## config.mk

```make
export PLATFORM = sky130hd
export DESIGN_NAME = param_reg_file_flat
export DESIGN_NICKNAME = d
export VERILOG_FILES = /design/src/rtl/param_reg_file_if.sv /design/src/rtl/param_reg_file.sv /design/src/flat_wrapper.sv
export SDC_FILE = /design/constraint.sdc
export NUM_CORES = 1
export LEC_CHECK = 0
export BUFFER_PORTS_ARGS = -buffer_cell sky130_fd_sc_hd__buf_2
export CORE_AREA = 5 5 127 129
export CTS_CLUSTER_DIAMETER = 30
export DETAILED_ROUTE_END_ITERATION = 7
export DIE_AREA = 0 0 132 134
export PLACE_DENSITY = 0.69
export SKIP_LAST_GASP = 1
export SYNTH_ARGS = -nofsm -noshare
export SYNTH_HDL_FRONTEND = slang
export SYNTH_SLANG_ARGS = --single-unit
```

## constraint.sdc

```tcl
create_clock -name Clock -period 6 [get_ports Clock]
set_input_delay 0.6 -clock Clock [delete_from_list [all_inputs] [get_ports Clock]]
set_output_delay 0.6 -clock Clock [all_outputs]
set_load 0.03 [all_outputs]
```

## src/rtl/param_reg_file_if.sv

```systemverilog
// Control/data bundle for param_reg_file: write selects, operation code,
// read selects and the two read ports plus status flags.
interface param_reg_file_if #(
    parameter int unsigned WIDTH = 8,
    parameter int unsigned NR    = 4,
    parameter int unsigned NT    = 4
);
    localparam int unsigned SW = $clog2(NR + NT);

    logic [WIDTH-1:0] Input;
    logic [2:0]       FunSel;
    logic [NR-1:0]    RSel;
    logic [NT-1:0]    TSel;
    logic [SW-1:0]    O1Sel;
    logic [SW-1:0]    O2Sel;
    logic             ClrOvf;
    logic [WIDTH-1:0] Output1;
    logic [WIDTH-1:0] Output2;
    logic             Zero1;
    logic             Ovf;

    modport master (
        output Input, FunSel, RSel, TSel, O1Sel, O2Sel, ClrOvf,
        input  Output1, Output2, Zero1, Ovf
    );

    modport slave (
        input  Input, FunSel, RSel, TSel, O1Sel, O2Sel, ClrOvf,
        output Output1, Output2, Zero1, Ovf
    );
endinterface

```

## src/rtl/param_reg_file.sv

```systemverilog
// Register file of NT temporary and NR general registers sharing one operation
// code, two combinational read ports and a sticky wrap-around flag.
module param_reg_file #(
    parameter int unsigned WIDTH = 8,
    parameter int unsigned NR    = 4,
    parameter int unsigned NT    = 4
) (
    input  logic Clock,
    input  logic Reset,
    param_reg_file_if.slave bus
);
    localparam int unsigned NREG = NR + NT;
    localparam int unsigned SW   = $clog2(NREG);
    localparam int unsigned SW1  = SW + 1;

    logic [WIDTH-1:0] regs_q [NREG];
    logic [WIDTH-1:0] regs_d [NREG];
    logic [NREG-1:0]  wr_en;
    logic             ovf_q;
    logic             ovf_d;
    logic             wrap;
    logic [WIDTH-1:0] out1;
    logic [WIDTH-1:0] out2;

    // Storage index 0..NT-1 is T1..T(NT), NT.. is R1..R(NR); select MSB is the first register.
    always_comb begin
        wr_en = '0;
        for (int unsigned i = 0; i < NT; i++) wr_en[i] = bus.TSel[NT-1-i];
        for (int unsigned j = 0; j < NR; j++) wr_en[NT+j] = bus.RSel[NR-1-j];
    end

    always_comb begin
        wrap = 1'b0;
        for (int unsigned i = 0; i < NREG; i++) begin
            regs_d[i] = regs_q[i];
            if (wr_en[i]) begin
                case (bus.FunSel)
                    3'b000: regs_d[i] = '0;
                    3'b001: regs_d[i] = bus.Input;
                    3'b010: regs_d[i] = regs_q[i] - WIDTH'(1);
                    3'b011: regs_d[i] = regs_q[i] + WIDTH'(1);
                    3'b100: regs_d[i] = regs_q[i] << 1;
                    3'b101: regs_d[i] = regs_q[i] >> 1;
                    3'b110: regs_d[i] = (regs_q[i] << 1) | (regs_q[i] >> (WIDTH - 1));
                    default: regs_d[i] = regs_q[i];
                endcase
                if ((bus.FunSel == 3'b010 && regs_q[i] == '0) ||
                    (bus.FunSel == 3'b011 && regs_q[i] == '1))
                    wrap = 1'b1;
            end
        end
        // A wrap on the same edge beats the clear request.
        ovf_d = wrap ? 1'b1 : (bus.ClrOvf ? 1'b0 : ovf_q);
    end

    always_ff @(posedge Clock or negedge Reset) begin
        if (!Reset) begin
            for (int unsigned i = 0; i < NREG; i++) regs_q[i] <= '0;
            ovf_q <= 1'b0;
        end else begin
            regs_q <= regs_d;
            ovf_q  <= ovf_d;
        end
    end

    // Out-of-range selects read as zero.
    always_comb begin
        out1 = '0;
        out2 = '0;
        if ({1'b0, bus.O1Sel} < SW1'(NREG)) out1 = regs_q[bus.O1Sel];
        if ({1'b0, bus.O2Sel} < SW1'(NREG)) out2 = regs_q[bus.O2Sel];
    end

    assign bus.Output1 = out1;
    assign bus.Output2 = out2;
    assign bus.Zero1   = (out1 == '0);
    assign bus.Ovf     = ovf_q;
endmodule

```

## src/flat_wrapper.sv

```systemverilog
// flat-port wrapper written by rule: the top's interface ports become plain ports
module param_reg_file_flat 
#(
    parameter int unsigned WIDTH = 8,
    parameter int unsigned NR    = 4,
    parameter int unsigned NT    = 4
)
  (Clock, Reset, bus_Input, bus_FunSel, bus_RSel, bus_TSel, bus_O1Sel, bus_O2Sel, bus_ClrOvf, bus_Output1, bus_Output2, bus_Zero1, bus_Ovf);
  param_reg_file_if #(.WIDTH(WIDTH), .NR(NR), .NT(NT)) bus_i ();
  input  logic Clock;
  input  logic Reset;
  input wire logic [$bits(bus_i.Input)-1:0] bus_Input;
  input wire logic [$bits(bus_i.FunSel)-1:0] bus_FunSel;
  input wire logic [$bits(bus_i.RSel)-1:0] bus_RSel;
  input wire logic [$bits(bus_i.TSel)-1:0] bus_TSel;
  input wire logic [$bits(bus_i.O1Sel)-1:0] bus_O1Sel;
  input wire logic [$bits(bus_i.O2Sel)-1:0] bus_O2Sel;
  input wire logic [$bits(bus_i.ClrOvf)-1:0] bus_ClrOvf;
  output wire logic [$bits(bus_i.Output1)-1:0] bus_Output1;
  output wire logic [$bits(bus_i.Output2)-1:0] bus_Output2;
  output wire logic [$bits(bus_i.Zero1)-1:0] bus_Zero1;
  output wire logic [$bits(bus_i.Ovf)-1:0] bus_Ovf;
  assign bus_i.Input = bus_Input;
  assign bus_i.FunSel = bus_FunSel;
  assign bus_i.RSel = bus_RSel;
  assign bus_i.TSel = bus_TSel;
  assign bus_i.O1Sel = bus_O1Sel;
  assign bus_i.O2Sel = bus_O2Sel;
  assign bus_i.ClrOvf = bus_ClrOvf;
  assign bus_Output1 = bus_i.Output1;
  assign bus_Output2 = bus_i.Output2;
  assign bus_Zero1 = bus_i.Zero1;
  assign bus_Ovf = bus_i.Ovf;
  param_reg_file #(.WIDTH(WIDTH), .NR(NR), .NT(NT)) u_core (.Clock(Clock), .Reset(Reset), .bus(bus_i));
endmodule
```

==> metrics list, run 1 <==
- The number of different library cells used by synthesis comes to 63.
- Adding up every negative setup slack in the final design gives 0 ns.
- Number of ports placed on the die boundary: 46
* TritonCTS sink count: 65
- The detail route stage leaves a number of antenna-violating nets equal to 0.
- Clock network fraction of design power: 18.5%
- Slew at the pin with the worst max-slew slack: 1.18 ns
- After detailed placement, the design holds a cell count of 1083.
- Once the floorplan was initialized, standard cells occupied 49.7% of the core.
- Global routing used 28.1% of the available tracks across all layers.
* Warnings from Yosys: 0
* Final setup violating endpoints: 0
- Switching power share of the total: 45.5%
* Most used standard cells in the synthesized netlist: nand2_1, a21oi_1, o21ai_0
- For this design the total switching power over the nets is 1180 uW.
- Maximum number of buffers from clock root to sink: 2
* Gate Count Post-Synth: 904
* Leading register cell type out of synthesis: dfrtp_1
- After synthesis the netlist holds a flip-flop and latch count of 65.
* Total internal power: 1410 uW
- Global-route wire length before repair: 40.0 mm
- Setup repair after global routing missed its margin: no
- Via count of the first global-routing pass: 7164
- Insertion delay of the later-clocked pin in the worst-skew pair: 0.35 ns
- Max frequency: 255 MHz
- Of the total power, registers draw 30.6%.
- Critical R2R Launch: u_core.regs_q[52]$_DFFE_PN0P_
- GRT overflow: 0
- The setup path with the least slack is of type primary input to flop.
- Setup slack on the worst reg-to-reg path comes out at 3.61 ns.
- Yosys top cell area share: 21.9%
- The die is 132 um wide.
- Root Buffer: clkbuf_16
* Critical path endpoint category: flop
- Hold is met by 0.474 ns.
- After synthesis, the share of flip-flops with an asynchronous set or reset is 100%.
- In this run the number of cells on the critical path is 11.
* Mapped Area: 7420 sq um
* Syn_nets: 988
- HPWL after detailed placement: 16.6 mm
- After detailed routing, the number of vias per cell comes to 6.85.
- RD Place Congestion: 0.920
- Pre-CTS WS: 1.77 ns
- CTS hold repair buffers: 0
* Final hold violation count: 0
- Of all cell types, the one taking the most synthesized area is dfrtp_1.
- Cells resized by post-CTS repair: 0
* Max Clock Skew: 0.00832 ns
- Dividing the synthesized area by the synthesized cell count gives 8.21 sq um.
* CP startpoint kind: primary input
* Final wirelength: 24.8 mm
* Largest cells by area after synthesis: dfrtp_1, ha_1, a21oi_1, o21ai_0, mux4_2
- Traced cell by cell, the critical path runs through buf_2, nand2_1, or2_2, inv_1, fa_1, nor2b_1, o21ai_0, a21boi_0, mux2i_1, a21oi_1, o22a_1.
- CTS built an H-tree with a depth of 3.
- Data required time at the worst endpoint: 6.24 ns
* Syn-to-layout area delta: 6.48%
- PnR worst setup slack: 2.08 ns
* VDD IR-drop max: 0.154 mV
- Outcome: completed
- Clock-pin slew of the registers on the worst-case setup and hold paths: 0.06 ns
- Number of buffers and inverters on the critical path: 2
* Crit path max fanout: 50
* Final min period: 3.92 ns
* Area of the core region: 14900 sq um
- Max-cap violations: 0
- Dividing the final minimum period by the clock period gives 65.3%.
* Highest cell delay on the worst timing path: 0.90 ns
- For this block, the initial DRC count from the detailed router was 977.
- Routed len/inst: 22.6 um
- The initial antenna violation count was 3.
- STA puts the critical path data arrival time at 4.16 ns.
- Number of flops mapped to enable cells by yosys: 0
- In this run the critical register-to-register path is captured at u_core.bus.Ovf$_DFFE_PN0P_.
* Post-CTS setup buffer count: 0
- CTS tree: built
- Leakage power of the design: 0.00315 uW
- Total clock buffers created by CTS: 9
- Buffers placed on the I/O ports in this run total 45.
* Fraction of final layout cells with drive strength greater than 1: 11.3%
- Height of the chip: 134 um
* Most numerous cell in the Yosys netlist: nand2_1
- DIE AREA: 17700 sq um
- Total vias in the final route: 7510
* Non-Filler Instances: 1097
- The cell family contributing the most delay on the critical path is simple AND/OR/NAND/NOR gates.
* Combinational Power Share: 51.0%
- Worst-case reg-to-reg path depth: 6
* Register area share after synthesis: 21.9%
- Count of unresolved DRC violations after routing: 0
- Power density over cell area: 328 nW/um^2
- After floorplanning, the core was divided into 45 placement rows.
- The number of antenna diodes in the final layout is 0.
- Headroom to the max-slew limit came out at 21.6%.
- Number of detailed-routing iterations run before antenna repair: 5
* Largest net degree at the start of global routing: 70
* Slowest library cell on the worst path: or2_2
- Path type of the worst min-delay path: primary input to asynchronous set/reset pin
- Number of pins with negative max-slew slack in the final report: 0
- Nets@finish: 990
cell families (layout without fill, tap and decap cells):
logic type	after synthesis	after routing	share of synthesized area (%)
xor+xnor	38	38	4.49
flops	65	65	21.9
compound gates	300	300	25.1
simple gates	283	283	18.2
mux	54	54	13.6
buf+inv	108	113	6.38
fa+ha+maj	56	56	10.3
cells in the final DEF (no fill, tap or decap), types with 11 or more instances in the layout:
cell,n
a211oi_1,12
xnor2_1,33
nand2b_1,11
o21ai_0,92
mux2_2,13
a221oi_1,21
nand3_1,12
nor4_1,23
nor3_1,23
nand2_1,113
buf_2,45
mux4_2,19
nor2_1,51
ha_1,48
mux4_1,13
dfrtp_1,65
a21oi_1,99
inv_1,46
o221ai_1,14
nand4_1,18
metal layers:
metal	track usage (%)	share of wire [%]
met1	38.4	41
met2	41.7	43
met3	8.51	13
met4	11.4	3.7
met5	0	0.12
worst max path at each step:
| stage | end | slack [ns] | startpoint |
|---|---|---|---|
| after floorplan | u_core.regs_q[22]$_DFFE_PN0P_ | 2.37 | bus_FunSel[2] |
| after global placement | u_core.regs_q[22]$_DFFE_PN0P_ | 1.86 | bus_FunSel[1] |
| after detailed placement | u_core.regs_q[6]$_DFFE_PN0P_ | 1.77 | bus_FunSel[1] |
| after CTS | u_core.regs_q[6]$_DFFE_PN0P_ | 2.14 | bus_FunSel[1] |
| after global routing | u_core.regs_q[6]$_DFFE_PN0P_ | 1.76 | bus_FunSel[1] |
| final | u_core.regs_q[6]$_DFFE_PN0P_ | 2.08 | bus_FunSel[1] |
layout make-up:
class	count	area, sq um
clock buffers	13	240
clock inverters	1	5.00
fillers	1397	7020
inverters	46	173
multi-input cells	731	5330
flip-flops and latches	65	1630
well taps	188	235
repair buffers	53	285
through the flow:
step / utilization [%] / area (sq um) / power (uW)
floorplan: - / 7420 / 1760
global placement: 51.3 / 7650 / 2060
detailed placement: 51.3 / 7650 / 2080
CTS: 52.9 / 7900 / 2560
global route: 52.9 / 7900 / 2770
finish: 52.9 / 7900 / 2590
registers in the layout, summed over array words and instances, names as in the netlist:
name,flops
u_core.regs_q,64
u_core.bus.Ovf,1
power groups by stage:
stage                     Clock [uW]  Sequential, uW  Combinational (uW)
after floorplan                    0             666                1090
after global placement             0             779                1280
after detailed placement           0             783                1300
after CTS                        482             776                1310
after global routing             500             806                1460
final                            479             793                1320
worst register-to-register path, delay by kind of cell, from the launching register on:
kind / cells / cell delay [ns]
simple gates: 3 / 0.89
compound gates: 3 / 0.76
flops: 1 / 0.56
No activity file was read; power rests on OpenSTA's default activity.
==> run 2, diff against run 1 <==
Clock period 6 ns to 3.7 ns, I/O delays scaled along.
==> run 2 against run 1 <==
Against the previous run:
- the flow now finishes with violations (negative hold slack)
- cell area rose by 1.8%
- utilization rose by 0.97 points
- clock-buffer cell count rose by 2
- via count fell by 0.23%
- die area did not move
- global-route usage fell by 0.20 points
- clock skew fell by 0.0038 ns
- hold slack got worse by 0.49 ns
==> metrics list, run 2 (synthesis gave the netlist of run 1 again) <==
- In this run the clock root is driven by a clkbuf_16.
- WP data arrival: 2.43 ns
* Flop2flop setup slack: 1.32 ns
* Die W: 132 um
- The final layout contains 1001 nets.
- Routability-driven placement finished with a final weighted congestion of 0.893.
- Count of unresolved DRC violations after routing: 0
- The final critical path takes up 75.6% of the cycle.
* Total clock buffers created by CTS: 9
- In this run, the number of DRC markers left after iteration 0 of detailed routing was 1008.
* Final hold violation count: 8
- Global routing finished with a remaining overflow of 0.
* Syn-to-layout area delta: 8.43%
- Detailed routing inserted a total of 7493 vias.
- Power spread over the standard cell area amounts to 536 nW/um^2.
- The clock passes through at most 2 buffers.
- Buffers on Ports: 45
- The checks that failed: negative hold slack.
* DIE AREA: 17700 sq um
- Crit path max-delay family: multiplexers
- Slew at the pin with the worst max-slew slack: 0.958 ns
- Timing would allow up to 357 MHz.
- Setup violations remaining at the end of the flow were counted as 0.
- The slowest stage of the critical path belongs to the cell mux4_1.
* Via count of the first global-routing pass: 7025
- Setup repair after global routing missed its margin: no
- Worst-case reg-to-reg path depth: 6
- Via-per-instance ratio: 6.75
- Number of nets still failing antenna checks after routing: 0
- The floorplan has 45 rows.
- Measured against its own limit, the worst slew margin works out to 36.0%.
* Crit. path cell count: 5
- Register name with the most flops: u_core.regs_q
- Of the cells placed in the final design, the portion with a size suffix greater than 1 is 12.8%.
* Global Route Usage Sum: 27.9%
- CTS hold repair buffers: 0
- Along the worst path, the maximum fanout reaches 8.
- Number of levels the H-tree was split into: 3
- For this configuration, the core starts out at a cell density of 49.7%.
- Most frequent cells in the layout: nand2_1, a21oi_1, o21ai_0, dfrtp_1, nor2_1
- The routed design has 24.7 mm of wire.
- Entering global routing, the biggest net connects 80 pins.
- In this run the critical register-to-register path is launched from u_core.regs_q[52]$_DFFE_PN0P_.
* Outcome: finished, violations left
* Number of detailed-routing iterations run before antenna repair: 6
- The library cell used most frequently in the layout, excluding fill and tap cells, is nand2_1.
- STA classifies the critical path endpoint as an output pin.
- Ant diodes: 0
- In this run the critical register-to-register path is captured at u_core.bus.Ovf$_DFFE_PN0P_.
- STA classifies the critical path startpoint as a flop.
* Clock-pin slew of the registers on the worst-case setup and hold paths: 0.06 ns
- Setup tns final: 0 ns
- Number of buffers and inverters on the critical path: 1
- CP cell instances: mux4_1, mux2_2, nor4_2, and2_1, buf_2
- Cells resized by post-CTS repair: 0
- Post-CTS timing repair inserted 0 buffers for setup.
- Initial antenna violation count: 3
* TritonCTS sink count: 65
- The first global-routing pass estimated 39.6 mm of wire.
- HPWL after detailed placement: 17.4 mm
- Number of ports placed on the die boundary: 46
- Final min period: 2.80 ns
* Height of the chip: 134 um
- Area of the core region: 14900 sq um
- TritonCTS built the clock tree.
* Routed len/inst: 22.3 um
- Smallest hold slack: -0.0118 ns
* Max-cap violations: 0
* Filler Cell Count: 1413
* Final core utilization: 53.9%
- Total power: 4310 uW
- Across the VDD grid, the largest voltage drop is 0.257 mV.
- Insertion delay of the later-clocked pin in the worst-skew pair: 0.35 ns
- The setup path with the least slack is of type flop to output pin.
* Number of flip-flops in the largest register: 64
- Number of pins with negative max-slew slack in the final report: 0
- Data required time at the worst endpoint: 3.33 ns
- Highest cell delay on the worst timing path: 0.58 ns
- The min-delay analysis places its worst path in the category primary input to asynchronous set/reset pin.
- Leakage power of the design: 0.00323 uW
- For the final database, setup skew stands at 0.00455 ns.
## run 2: routing by layer
layer | track usage (%) | vias to the layer above | share of wire (%)
met5 | 0 | - | 0.19
met4 | 10.4 | 6 | 3.3
met3 | 9.26 | 72 | 12
met2 | 39.4 | 430 | 42
met1 | 39.7 | 3536 | 43
li1 | - | 3449 | -
## run 2: worst max path at each step
stage                                   from                       endpoint  slack [ns]
2_1_floorplan                  bus_FunSel[2]  u_core.regs_q[22]$_DFFE_PN0P_        0.30
3_3_place_gp                   bus_FunSel[0]  u_core.regs_q[39]$_DFFE_PN0P_        0.82
3_5_place_dp                   bus_FunSel[0]   u_core.regs_q[6]$_DFFE_PN0P_        0.76
4_1_cts        u_core.regs_q[54]$_DFFE_PN0P_                      bus_Zero1        0.93
5_1_grt                        bus_FunSel[0]   u_core.regs_q[4]$_DFFE_PN0P_        0.82
6_report       u_core.regs_q[54]$_DFFE_PN0P_                      bus_Zero1        0.90
## run 2: per-stage QoR
stage	hold slack, ns	instances	setup slack, ns	cell area, sq um
6_report	-0.0118	1110	0.901	8040
2_1_floorplan	0.0744	904	0.304	7420
5_1_grt	0.0250	1110	0.821	8040
3_3_place_gp	0.373	1094	0.821	7750
4_1_cts	0.000939	1110	0.926	8040
3_5_place_dp	0.369	1094	0.757	7750
## run 2: area by class of cell
type                    count  area (sq um)  area share, %
repair buffers             64           380           4.73
inverters                  46           173           2.15
well taps                 188           235           2.92
clock buffers              15           288           3.58
flip-flops and latches     65          1630           20.2
clock inverters             1          7.51         0.0933
multi-input cells         731          5330           66.3
## run 2: power by group
group	internal, uW	leakage (uW)	switching, uW	total, uW
registers	866	0.000812	424	1290
logic	986	0.00228	1160	2150
clock network	528	0.000142	345	874
total	2380	0.00323	1930	4310
## run 2: worst reg2reg max path, cell delays in order, from the launching register on
cell and delay, ns:
dfrtp_1 0.56, nor4_1 0.11, nand4b_1 0.20, o31ai_1 0.10
or4_1 0.60, o41ai_1 0.44, o221ai_1 0.21
==> run 3, diff against run 2 <==
Settings changed: PLACE_DENSITY 0.69 to 0.72.
Clock period 3.7 ns to 2.36 ns, I/O delays scaled along.
==> run 3 against run 2 <==
Against the previous run:
- the flow finishes with violations (negative setup slack)
- sequential share of layout area fell by 2.1 points
- critical path depth unchanged
- die area stayed put
- setup slack got worse by 0.98 ns
- cell area increased by 12%
- clock-buffer cell count fell by 3
- clock skew is 0.0021 ns higher
- sequential power grew 33%
- final cell count is 9.5% higher
==> metrics list, run 3 (synthesis gave the netlist of run 1 again) <==
* Smallest hold slack: 0.138 ns
- Global Route Usage Sum: 30.0%
- Max frequency: 410 MHz
* Via-per-instance ratio: 6.72
- PnR worst setup slack: -0.0789 ns
- The worst setup path is captured at an output pin.
- Number of nets still failing antenna checks after routing: 0
- Clock network fraction of design power: 16.6%
* Nets@finish: 1108
* Slew at the pin with the worst max-slew slack: 0.892 ns
- Highest cell delay on the worst timing path: 0.51 ns
- The congestion estimate from routability-driven global placement came to 0.964.
* Total internal power: 4190 uW
- Hold Crit Start: bus_ClrOvf
- Global-route wire length before repair: 42.1 mm
- For this design the ratio of total power to cell area is 832 nW/um^2.
- Path type of the worst min-delay path: primary input to flop
- Counting flops per register, the top entry is u_core.regs_q.
* Area of the core region: 14900 sq um
- Leakage power of the design: 0.00377 uW
- Number of violations reported at the end of detailed-routing iteration 0: 1183
- Cell count of the worst hold path: 2
- The worst setup path is of the flop to output pin kind.
* Max-cap violations: 0
- Slew headroom: 40.5%
- For this block, the routed nets add up to 27.2 mm of wire.
- Worst-case reg-to-reg path depth: 9
- For hold timing, the worst endpoint is u_core.bus.Ovf$_DFFE_PN0P_.
- The die covers 17700 sq um.
- Together, buffers and inverters on the worst path number 1.
* Count of unresolved DRC violations after routing: 0
- Initial cell density of the core: 49.7%
- Largest net degree at the start of global routing: 80
* Crit path max-delay family: multiplexers
- TritonCTS sink count: 65
- After clock tree synthesis, the clock-pin slew on the worst setup and hold paths is 0.06 ns.
- Number of levels the H-tree was split into: 3
- Critical R2R Launch: u_core.regs_q[52]$_DFFE_PN0P_
* Share of power burned in registers: 23.0%
* Non-Filler Instances: 1216
- HPWL after detailed placement: 19.5 mm
- The number of placed instances, taps included, is 1195.
- Final setup violating endpoints: 1
- In this run switching power makes up 44.0% of total power.
- The initialized floorplan defines 45 standard-cell rows.
- The count of buffers added on input and output ports is 45.
- From synthesis to final layout, the design area changed by 21.2%.
- The final hold violation count came to 0.
- Net switching power: 3290 uW
* WP data arrival: 2.20 ns
- Setup repair after global routing missed its margin: yes
- Cells fill 60.3% of the core in the end.
* Total clock buffers created by CTS: 9
- Combinational Power Share: 60.3%
* Number of detailed-routing iterations run before antenna repair: 6
- Most common cell after layout, fill and taps aside: buf_4
* Number of flip-flops in the largest register: 64
- Via count of the first global-routing pass: 7393
- The critical path goes through mux4_2, mux2_4, nor4_4, and2_1, buf_6.
* Height of the chip: 134 um
- VDD IR-drop max: 0.428 mV
- In the layout the commonest cells are buf_4, nand2_1, a21oi_1, o21ai_0, dfrtp_1.
* Fraction of final layout cells with drive strength greater than 1: 24.0%
- Insertion delay of the later-clocked pin in the worst-skew pair: 0.34 ns
- Final period util: 103%
- Maximum number of buffers from clock root to sink: 2
- Outcome: finished, violations left
* Slowest library cell on the worst path: mux4_2
* Routed len/inst: 22.4 um
* Initial antenna violation count: 0
- GRT overflow: 0
* Violated checks: negative setup slack
- In this run the critical register-to-register path is captured at u_core.regs_q[55]$_DFFE_PN0P_.
- The worst setup path is launched from a flop.
- Setup tns final: -0.0789 ns
* Total vias in the final route: 8172
* CTS tree: built
- Max Clock Skew: 0.00669 ns
- Pre-CTS WS: -0.215 ns
- For the worst setup path, the data required time is 2.12 ns.
* Crit path max fanout: 2
- Ant diodes: 0
* Filler Cell Count: 1312
- Crit. path cell count: 5
* Final min period: 2.44 ns
* Number of ports placed on the die boundary: 46
- The number of max-slew violations in the final report was 0.
* Root Buffer: clkbuf_16
- Die W: 132 um
- Flop2flop setup slack: 0.13 ns
## run 3: cell types whose count changed in the layout (fill, tap and decap cells not counted), moves of 5 or more
cell,delta
fa_1,-5
o21ai_1,+28
o21ai_0,-28
buf_4,+101
fa_2,+5
a21boi_0,-5
buf_12,+5
## run 3: stage by stage
| step | instance area [sq um] | total power [uW] |
|---|---|---|
| final | 8990 | 7480 |
| after detailed placement | 8650 | 6030 |
| after CTS | 8970 | 7350 |
| after global routing | 8990 | 7930 |
| after global placement | 8650 | 5940 |
| after floorplan | 7530 | 4560 |
## run 3: final cells by class
class	instances	area [sq um]	area share, %
multi-input combinational	731	5430	60.4
sequential	65	1630	18.1
timing repair buffer	171	1250	14.0
clock buffer	12	246	2.74
tap	188	235	2.62
inverter	46	176	1.96
clock inverter	3	17.5	0.195
## run 3: how the worst max path moves through the flow
stage,from,endpoint,slack (ns)
final,u_core.regs_q[37]$_DFFE_PN0P_,bus_Zero1,-0.08
after detailed placement,bus_FunSel[0],u_core.regs_q[23]$_DFFE_PN0P_,-0.22
after global routing,u_core.regs_q[62]$_DFFE_PN0P_,bus_Zero1,-0.11
after CTS,u_core.regs_q[44]$_DFFE_PN0P_,bus_Zero1,-0.08
after global placement,bus_FunSel[0],u_core.regs_q[54]$_DFFE_PN0P_,-0.09
after floorplan,bus_FunSel[0],u_core.regs_q[6]$_DFFE_PN0P_,-0.41
## run 3: power groups by stage
stage / Combinational [uW] / Sequential (uW) / Clock, uW
after floorplan: 2870 / 1690 / 0
after global placement: 4230 / 1710 / 0
after detailed placement: 4320 / 1710 / 0
after CTS: 4420 / 1690 / 1250
after global routing: 4910 / 1730 / 1290
final: 4510 / 1720 / 1240
## run 3: routing by layer
| metal | part of all wire [%] | track usage [%] |
|---|---|---|
| met2 | 42 | 42.6 |
| met1 | 41 | 42.8 |
| met5 | 0 | 0 |
| met4 | 3.9 | 11.1 |
| met3 | 13 | 9.38 |
## run 3: timing repair
action,4_1_cts,5_1_grt
setup buffers,5,0
gates resized for setup,9,8
hold buffers,1,0
setup endpoints to repair,1,7
endpoints found under the hold margin,22,0
pin swaps,2,2
